[config.mk]
export PLATFORM = sky130hd
export DESIGN_NAME = stage_sequencer_flat
export DESIGN_NICKNAME = d
export VERILOG_FILES = /design/src/rtl/stage_sequencer_pkg.sv /design/src/rtl/stage_sequencer_if.sv /design/src/rtl/stage_sequencer_wait_counter.sv /design/src/rtl/stage_sequencer.sv /design/src/flat_wrapper.sv
export SDC_FILE = /design/constraint.sdc
export NUM_CORES = 1
export LEC_CHECK = 0
export ABC_AREA = 1
export CORE_ASPECT_RATIO = 1.2
export CORE_MARGIN = 1
export CORE_UTILIZATION = 34
export CTS_BUF_LIST = sky130_fd_sc_hd__clkbuf_4 sky130_fd_sc_hd__clkbuf_8
export DETAILED_ROUTE_END_ITERATION = 8
export SLEW_MARGIN = 10
export SYNTH_ARGS = -nofsm -noshare
export SYNTH_HDL_FRONTEND = slang
export SYNTH_SLANG_ARGS = --single-unit
export TNS_END_PERCENT = 100
[constraint.sdc]
create_clock -name clk -period 2.6 [get_ports clk]
set_input_delay 0.52 -clock clk [delete_from_list [all_inputs] [get_ports clk]]
set_output_delay 0.52 -clock clk [all_outputs]
set_load 0.005 [all_outputs]
[src/rtl/stage_sequencer_pkg.sv]
// Shared definitions for the stage sequencer: opcode constants, state
// encoding, opcode class, strobe payload and the opcode classifier.
package stage_sequencer_pkg;

  localparam int unsigned STATE_W   = 4;
  localparam int unsigned IR_W      = 32;
  localparam int unsigned INSTRET_W = 32;
  localparam int unsigned OPC_W     = 7;

  // RV32 base opcodes the core supports
  localparam logic [OPC_W-1:0] DECODE_R_TYPE   = 7'h33;
  localparam logic [OPC_W-1:0] DECODE_I_TYPE   = 7'h13;
  localparam logic [OPC_W-1:0] DECODE_L_TYPE   = 7'h03;
  localparam logic [OPC_W-1:0] DECODE_S_TYPE   = 7'h23;
  localparam logic [OPC_W-1:0] DECODE_B_TYPE   = 7'h63;
  localparam logic [OPC_W-1:0] DECODE_U_TYPE   = 7'h37;
  localparam logic [OPC_W-1:0] DECODE_UPC_TYPE = 7'h17;

  typedef enum logic [STATE_W-1:0] {
    STATE_IDLE    = 4'd0,
    STATE_FETCH   = 4'd1,
    STATE_LOAD_IR = 4'd2,
    STATE_DECODE  = 4'd3,
    STATE_EXEC    = 4'd4,
    STATE_MEM     = 4'd5,
    STATE_WRITE   = 4'd6,
    STATE_RFWR    = 4'd7,
    STATE_PCUPD   = 4'd8,
    STATE_HALT    = 4'd9
  } state_e;

  typedef enum logic [2:0] {
    CLS_R   = 3'd0,
    CLS_I   = 3'd1,
    CLS_L   = 3'd2,
    CLS_S   = 3'd3,
    CLS_B   = 3'd4,
    CLS_U   = 3'd5,
    CLS_UPC = 3'd6,
    CLS_BAD = 3'd7
  } op_class_e;

  // One-cycle stage qualification strobes driven to the datapath
  typedef struct packed {
    logic if_req;
    logic ir_load;
    logic dec_q;
    logic ex_q;
    logic dmem_req;
    logic dmem_we;
    logic wd_q;
    logic rf_we;
    logic pc_q;
  } strobes_t;

  // Map a 7-bit opcode onto its instruction class
  function automatic op_class_e decode_class(input logic [OPC_W-1:0] opcode);
    op_class_e cls;
    case (opcode)
      DECODE_R_TYPE:   cls = CLS_R;
      DECODE_I_TYPE:   cls = CLS_I;
      DECODE_L_TYPE:   cls = CLS_L;
      DECODE_S_TYPE:   cls = CLS_S;
      DECODE_B_TYPE:   cls = CLS_B;
      DECODE_U_TYPE:   cls = CLS_U;
      DECODE_UPC_TYPE: cls = CLS_UPC;
      default:         cls = CLS_BAD;
    endcase
    return cls;
  endfunction

endpackage

[src/rtl/stage_sequencer_if.sv]
// Sequencer <-> datapath/memory bundle.
//   master: sequencer side (consumes run/IR/acks, drives strobes and status)
//   slave : datapath/memory side
interface stage_sequencer_if;
  import stage_sequencer_pkg::*;

  logic                 run_i;
  logic [IR_W-1:0]      ir_i;
  logic                 imem_ack_i;
  logic                 dmem_ack_i;
  logic                 if_req_o;
  logic                 ir_load_o;
  logic                 dec_q_o;
  logic                 ex_q_o;
  logic                 dmem_req_o;
  logic                 dmem_we_o;
  logic                 wd_q_o;
  logic                 rf_we_o;
  logic                 pc_q_o;
  logic [STATE_W-1:0]   state_o;
  logic                 illegal_o;
  logic                 timeout_o;
  logic [INSTRET_W-1:0] instret_o;

  modport master (
    input  run_i, ir_i, imem_ack_i, dmem_ack_i,
    output if_req_o, ir_load_o, dec_q_o, ex_q_o, dmem_req_o, dmem_we_o,
           wd_q_o, rf_we_o, pc_q_o, state_o, illegal_o, timeout_o, instret_o
  );

  modport slave (
    output run_i, ir_i, imem_ack_i, dmem_ack_i,
    input  if_req_o, ir_load_o, dec_q_o, ex_q_o, dmem_req_o, dmem_we_o,
           wd_q_o, rf_we_o, pc_q_o, state_o, illegal_o, timeout_o, instret_o
  );
endinterface

[src/rtl/stage_sequencer_wait_counter.sv]
// Memory-ack wait counter shared by FETCH and MEM.
// Ports: clk, reset (async active-low), clr (restart at 0), en (count one
// wait cycle), expired_c (counter has reached MEM_TIMEOUT-1).
module stage_sequencer_wait_counter #(
  parameter int unsigned MEM_TIMEOUT = 255,
  parameter int unsigned CNT_W       = 8
) (
  input  logic clk,
  input  logic reset,
  input  logic clr,
  input  logic en,
  output logic expired_c
);

  localparam logic [CNT_W-1:0] LAST = CNT_W'(MEM_TIMEOUT - 1);

  logic [CNT_W-1:0] cnt_q;

  // Saturates at the last wait cycle so it can never wrap back to 0
  always_ff @(posedge clk or negedge reset) begin
    if (!reset) begin
      cnt_q <= '0;
    end else if (clr) begin
      cnt_q <= '0;
    end else if (en && (cnt_q != LAST)) begin
      cnt_q <= cnt_q + CNT_W'(1);
    end
  end

  assign expired_c = (cnt_q == LAST);

endmodule

[src/rtl/stage_sequencer.sv]
// Multi-cycle instruction stage sequencer. Steps one instruction at a time
// through fetch, IR load, decode, execute, memory, writeback latch, RF write
// and PC update, pulsing one registered strobe per visited state.
// Ports: clk, reset (async active-low), bus (stage_sequencer_if.master:
// run/IR/ack inputs, stage strobes, debug state, sticky illegal/timeout flags,
// retired-instruction count).
module stage_sequencer
  import stage_sequencer_pkg::*;
#(
  parameter int unsigned MEM_TIMEOUT = 255,
  parameter int unsigned CNT_W       = 8
) (
  input  logic                      clk,
  input  logic                      reset,
  stage_sequencer_if.master         bus
);

  state_e               state_q, state_d;
  strobes_t             strobes_q, strobes_d;
  op_class_e            cls_q;
  logic                 rd_zero_q;
  logic                 illegal_q, timeout_q;
  logic [INSTRET_W-1:0] instret_q;
  logic                 illegal_set, timeout_set;
  logic                 wait_clr, wait_en, wait_expired_c;
  logic                 unused_ir_bits;

  assign unused_ir_bits = ^bus.ir_i[IR_W-1:12];

  // Restart the wait count on every entry into a memory wait state
  assign wait_clr = (state_d != state_q) &&
                    ((state_d == STATE_FETCH) || (state_d == STATE_MEM));
  assign wait_en  = (state_q == STATE_FETCH) || (state_q == STATE_MEM);

  stage_sequencer_wait_counter #(
    .MEM_TIMEOUT (MEM_TIMEOUT),
    .CNT_W       (CNT_W)
  ) u_wait (
    .clk       (clk),
    .reset     (reset),
    .clr       (wait_clr),
    .en        (wait_en),
    .expired_c (wait_expired_c)
  );

  // Next state, flag set conditions, and strobes decoded from the next state
  // so the registered strobes line up with the registered state
  always_comb begin
    state_d     = state_q;
    illegal_set = 1'b0;
    timeout_set = 1'b0;
    strobes_d   = '0;

    case (state_q)
      STATE_IDLE:    if (bus.run_i) state_d = STATE_FETCH;
      STATE_FETCH: begin
        if (bus.imem_ack_i) begin
          state_d = STATE_LOAD_IR;
        end else if (wait_expired_c) begin
          state_d     = STATE_HALT;
          timeout_set = 1'b1;
        end
      end
      STATE_LOAD_IR: state_d = STATE_DECODE;
      STATE_DECODE: begin
        if (decode_class(bus.ir_i[OPC_W-1:0]) == CLS_BAD) begin
          state_d     = STATE_HALT;
          illegal_set = 1'b1;
        end else begin
          state_d = STATE_EXEC;
        end
      end
      STATE_EXEC: begin
        case (cls_q)
          CLS_L, CLS_S: state_d = STATE_MEM;
          CLS_B:        state_d = STATE_PCUPD;
          default:      state_d = STATE_WRITE;
        endcase
      end
      STATE_MEM: begin
        if (bus.dmem_ack_i) begin
          state_d = (cls_q == CLS_S) ? STATE_PCUPD : STATE_WRITE;
        end else if (wait_expired_c) begin
          state_d     = STATE_HALT;
          timeout_set = 1'b1;
        end
      end
      STATE_WRITE:   state_d = STATE_RFWR;
      STATE_RFWR:    state_d = STATE_PCUPD;
      STATE_PCUPD:   state_d = bus.run_i ? STATE_FETCH : STATE_IDLE;
      STATE_HALT:    state_d = STATE_HALT;
      default:       state_d = STATE_IDLE;
    endcase

    case (state_d)
      STATE_FETCH:   strobes_d.if_req  = 1'b1;
      STATE_LOAD_IR: strobes_d.ir_load = 1'b1;
      STATE_DECODE:  strobes_d.dec_q   = 1'b1;
      STATE_EXEC:    strobes_d.ex_q    = 1'b1;
      STATE_MEM: begin
        strobes_d.dmem_req = 1'b1;
        strobes_d.dmem_we  = (cls_q == CLS_S);
      end
      STATE_WRITE:   strobes_d.wd_q    = 1'b1;
      STATE_RFWR:    strobes_d.rf_we   = !rd_zero_q;
      STATE_PCUPD:   strobes_d.pc_q    = 1'b1;
      default:       strobes_d         = '0;
    endcase
  end

  // State, strobes, latched decode info and status registers
  always_ff @(posedge clk or negedge reset) begin
    if (!reset) begin
      state_q   <= STATE_IDLE;
      strobes_q <= '0;
      cls_q     <= CLS_R;
      rd_zero_q <= 1'b0;
      illegal_q <= 1'b0;
      timeout_q <= 1'b0;
      instret_q <= '0;
    end else begin
      state_q   <= state_d;
      strobes_q <= strobes_d;
      if (state_q == STATE_DECODE) begin
        cls_q     <= decode_class(bus.ir_i[OPC_W-1:0]);
        rd_zero_q <= (bus.ir_i[11:7] == 5'd0);
      end
      if (illegal_set) illegal_q <= 1'b1;
      if (timeout_set) timeout_q <= 1'b1;
      if (state_q == STATE_PCUPD) instret_q <= instret_q + INSTRET_W'(1);
    end
  end

  assign bus.if_req_o   = strobes_q.if_req;
  assign bus.ir_load_o  = strobes_q.ir_load;
  assign bus.dec_q_o    = strobes_q.dec_q;
  assign bus.ex_q_o     = strobes_q.ex_q;
  assign bus.dmem_req_o = strobes_q.dmem_req;
  assign bus.dmem_we_o  = strobes_q.dmem_we;
  assign bus.wd_q_o     = strobes_q.wd_q;
  assign bus.rf_we_o    = strobes_q.rf_we;
  assign bus.pc_q_o     = strobes_q.pc_q;
  assign bus.state_o    = state_q;
  assign bus.illegal_o  = illegal_q;
  assign bus.timeout_o  = timeout_q;
  assign bus.instret_o  = instret_q;

endmodule

[src/flat_wrapper.sv]
// flat-port wrapper written by rule: the top's interface ports become plain ports
module stage_sequencer_flat import stage_sequencer_pkg::*;
#(
  parameter int unsigned MEM_TIMEOUT = 255,
  parameter int unsigned CNT_W       = 8
)
  (clk, reset, bus_run_i, bus_ir_i, bus_imem_ack_i, bus_dmem_ack_i, bus_if_req_o, bus_ir_load_o, bus_dec_q_o, bus_ex_q_o, bus_dmem_req_o, bus_dmem_we_o, bus_wd_q_o, bus_rf_we_o, bus_pc_q_o, bus_state_o, bus_illegal_o, bus_timeout_o, bus_instret_o);
  stage_sequencer_if bus_i ();
  input  logic clk;
  input  logic reset;
  input wire logic [$bits(bus_i.run_i)-1:0] bus_run_i;
  input wire logic [$bits(bus_i.ir_i)-1:0] bus_ir_i;
  input wire logic [$bits(bus_i.imem_ack_i)-1:0] bus_imem_ack_i;
  input wire logic [$bits(bus_i.dmem_ack_i)-1:0] bus_dmem_ack_i;
  output wire logic [$bits(bus_i.if_req_o)-1:0] bus_if_req_o;
  output wire logic [$bits(bus_i.ir_load_o)-1:0] bus_ir_load_o;
  output wire logic [$bits(bus_i.dec_q_o)-1:0] bus_dec_q_o;
  output wire logic [$bits(bus_i.ex_q_o)-1:0] bus_ex_q_o;
  output wire logic [$bits(bus_i.dmem_req_o)-1:0] bus_dmem_req_o;
  output wire logic [$bits(bus_i.dmem_we_o)-1:0] bus_dmem_we_o;
  output wire logic [$bits(bus_i.wd_q_o)-1:0] bus_wd_q_o;
  output wire logic [$bits(bus_i.rf_we_o)-1:0] bus_rf_we_o;
  output wire logic [$bits(bus_i.pc_q_o)-1:0] bus_pc_q_o;
  output wire logic [$bits(bus_i.state_o)-1:0] bus_state_o;
  output wire logic [$bits(bus_i.illegal_o)-1:0] bus_illegal_o;
  output wire logic [$bits(bus_i.timeout_o)-1:0] bus_timeout_o;
  output wire logic [$bits(bus_i.instret_o)-1:0] bus_instret_o;
  assign bus_i.run_i = bus_run_i;
  assign bus_i.ir_i = bus_ir_i;
  assign bus_i.imem_ack_i = bus_imem_ack_i;
  assign bus_i.dmem_ack_i = bus_dmem_ack_i;
  assign bus_if_req_o = bus_i.if_req_o;
  assign bus_ir_load_o = bus_i.ir_load_o;
  assign bus_dec_q_o = bus_i.dec_q_o;
  assign bus_ex_q_o = bus_i.ex_q_o;
  assign bus_dmem_req_o = bus_i.dmem_req_o;
  assign bus_dmem_we_o = bus_i.dmem_we_o;
  assign bus_wd_q_o = bus_i.wd_q_o;
  assign bus_rf_we_o = bus_i.rf_we_o;
  assign bus_pc_q_o = bus_i.pc_q_o;
  assign bus_state_o = bus_i.state_o;
  assign bus_illegal_o = bus_i.illegal_o;
  assign bus_timeout_o = bus_i.timeout_o;
  assign bus_instret_o = bus_i.instret_o;
  stage_sequencer #(.MEM_TIMEOUT(MEM_TIMEOUT), .CNT_W(CNT_W)) u_core (.clk(clk), .reset(reset), .bus(bus_i));
endmodule
==> results.cfg <==
[worst_setup_path]
cp_slowest_cell = clkdlybuf4s50_1
end_kind = register
reg2reg_slack_ns = 0.46
r2r-start = u_core.bus.state_o[1]
path_cells = clkdlybuf4s50_1, inv_1, nor2_1, nand3_1, nand2_1, nor2_1, nor2_1, nand2_1, a21oi_2, a21oi_1
critical_path.max_stage_delay_ns = 0.45
crit_buf_inv = 2
cp.required_ns = 2.82
rr_endpoint = u_core.u_wait.cnt_q[1]
worst-path-max-fanout = 8
reg2reg_depth = 9
path_depth = 10
critical_path_arrival_ns = 2.45
worstSetupPathType = input pin to register
cpMostUsedCell = nor2_1
startpoint_type = input pin
crit_family = simple AND/OR/NAND/NOR gates

[place]
port_buffers = 63
preCtsSetupSlack_ns = 0.0654
hpwlAfterDp_um = 5760
routabilityCongestion = 0.940

[synthesis]
synth-seq-cells = 59
synthFlopType = dfrtp_1
avgSynthCellArea_um2 = 8.19
synth_cell_types = 35
synth.net_count = 439
synthCells = 399
synthesis.area_um2 = 3270
synth_top_cell_by_area = dfrtp_1
synth_top_cell_area_share = 0.452
ys_seq_area_frac = 0.452
synth_area_leaders = dfrtp_1 (45%), nand2_1 (10%), xor2_1 (7.0%), inv_1 (6.4%), nor2_1 (6.0%)
synth_edf_count = 0
synthArstFlopShare = 1.00
ys_warn_count = 0

[power]
p_leak_nw = 1.89
power.density_nw_per_um2 = 701
peakVddDrop_uv = 351

[timing]
finClkSkew_ns = 0.0122
tightest_slew_ns = 0.644
setup_viol = 0
max_slew_margin = 0.569
post-route-period-util = 0.858
fmax_mhz = 448
setup_slack_ns = 0.370
drv_slew = 0
finalCriticalPeriod_ns = 2.23
rsz0062_at_grt = false
fin_setup_tns_ns = 0
timing_hold_violations_final = 0

[routing]
drtIter0Drc = 112
drc = 0
vias = 2887
viasPerCell = 4.84
routedWlPerCell_um = 12.9
ant_nets = 0
wirelength_um = 7670
first_pass_iters = 4

[floorplan]
die_h_um = 109
start_util = 0.356
dieArea_um2 = 10000
ios = 84
core_area_um2 = 9180
fp.dieW_um = 91.5
row_count = 38

[clock_network]
clk_latency_ns = 0.35
clockBufferDepth = 2
cts_buffers = 9
ctsRootBufferMaster = clkbuf_8
cts.sinks = 59
post_cts_buffers = 0
h-tree-depth = 3
hold_buffers = 0
clk_pin_slew_ns = 0.07
cts_resized = 0
cts_tree = yes

[cells_and_area]
layout.nets = 511
seqCellArea_um2 = 1480
drive_gt1_frac = 0.0882
fillCellCount = 894
area_growth_pct = 30.0
diodes = 0
final_util = 0.463
multiInputGateArea_um2 = 1540

[job]
maxCapViolations = 0

[global_routing]
grt_first_pass_wirelength_um = 13100
grt_pass1_vias = 2888
grt_use_total = 0.170
antenna_found_initial = 0
grt_max_degree = 48
overflow = 0

[hold_path]
hp-class = input pin to asynchronous set/reset pin

[outcome]
outcome = completed
[state kept, by name, summed over array words and instances (netlist names), 3 cells and up]
register and cells:
u_core.bus.instret_o 32, u_core.u_wait.cnt_q 8, u_core.bus.state_o 4, u_core.cls_q 3
[metrics by stage]
stage                     std cells  hold WS, ns  area [µm²]  total power (W)
final                           596       0.0606        4250          0.00298
after global routing            596       0.0803        4250          0.00319
after CTS                       596       0.0607        4250          0.00301
after detailed placement        580        0.434        4030          0.00208
after global placement          580        0.418        4030          0.00206
after floorplan                 399        0.224        3270          0.00175
[cell type report]
type,instances,share of cell area
sequential,59,0.347
tap,120,0.0353
inverter,58,0.0512
clock inverter,3,0.0106
clock buffer,13,0.0406
timing repair buffer,64,0.152
multi-input combinational,279,0.363
[power breakdown]
part,total [W],internal (W),switching (W),leakage (nW)
clock network,0.000914,0.000532,0.000382,0.105
registers,0.00118,0.00103,0.000149,0.792
logic,0.000882,0.000346,0.000536,0.997
total,0.00298,0.00191,0.00107,1.89
[worst reg2reg max path, stage by stage, from the launching register on]
cell,delay (ns)
dfrtp_1,0.56
inv_1,0.16
nand2_1,0.12
nor2_1,0.08
nand3_1,0.12
nand3_1,0.14
a21oi_1,0.25
nand2_1,0.13
a21oi_2,0.35
a21oi_1,0.13
[Yosys cell counts, types with 2 or more instances]
cell type and instances:
nand2_2 3, nand2_1 87, nand3_1 21, nor2_1 52, or2_2 2, ha_1 3, a31oi_1 3, nand3b_1 2
nand3_2 2, dfrtp_1 59, xnor2_1 10, nor3_1 15, nor4_1 2, nand4_1 17, inv_2 2, nor2_2 2
o21ai_0 4, nor2_4 7, inv_1 56, a21oi_1 10, xor2_1 26
[cells by family after synthesis]
| family | count (synthesis) | share of synthesized area |
|---|---|---|
| buf+inv | 61 | 0.0766 |
| flops | 59 | 0.452 |
| fa+ha+maj | 3 | 0.0115 |
| compound gates | 21 | 0.0375 |
| simple gates | 219 | 0.326 |
| xor+xnor | 36 | 0.0965 |
[how the worst max path moves through the flow]
stage                           from                  endpoint  slack, ns
4_1_cts                  bus_ir_i[4]    u_core.u_wait.cnt_q[5]       0.43
5_1_grt                  bus_ir_i[4]    u_core.u_wait.cnt_q[7]       0.16
2_1_floorplan  u_core.bus.state_o[0]  u_core.bus.instret_o[19]       0.87
3_5_place_dp             bus_ir_i[4]    u_core.u_wait.cnt_q[2]       0.07
6_report                 bus_ir_i[4]    u_core.u_wait.cnt_q[1]       0.37
3_3_place_gp             bus_ir_i[4]    u_core.u_wait.cnt_q[0]       0.16
[cells in the final DEF (no fill, tap or decap), types with 3 or more instances in the layout]
master           Yosys  routed
a21oi_1             10      10
a31oi_1              3       3
clkbuf_8             1      12
clkdlybuf4s50_1      0      62
dfrtp_1             59      59
ha_1                 3       3
inv_1               56      56
nand2_1             87      87
nand2_2              3       3
nand3_1             21      21
nand4_1             17      17
nor2_1              52      52
nor2_4               7       7
nor3_1              15      15
o21ai_0              4       4
xnor2_1             10      10
xor2_1              26      26
[metal layers]
metal | routed length [µm] | vias up | share of wire | global-route usage
met1 | 3170 | 1361 | 0.41 | 0.191
met3 | 367 | 17 | 0.048 | 0.0367
met2 | 3950 | 91 | 0.51 | 0.309
met4 | 182 | 0 | 0.024 | 0.0748
li1 | - | 1418 | - | -
met5 | 0 | - | 0 | 0
Power figures use the tool's default switching activity.
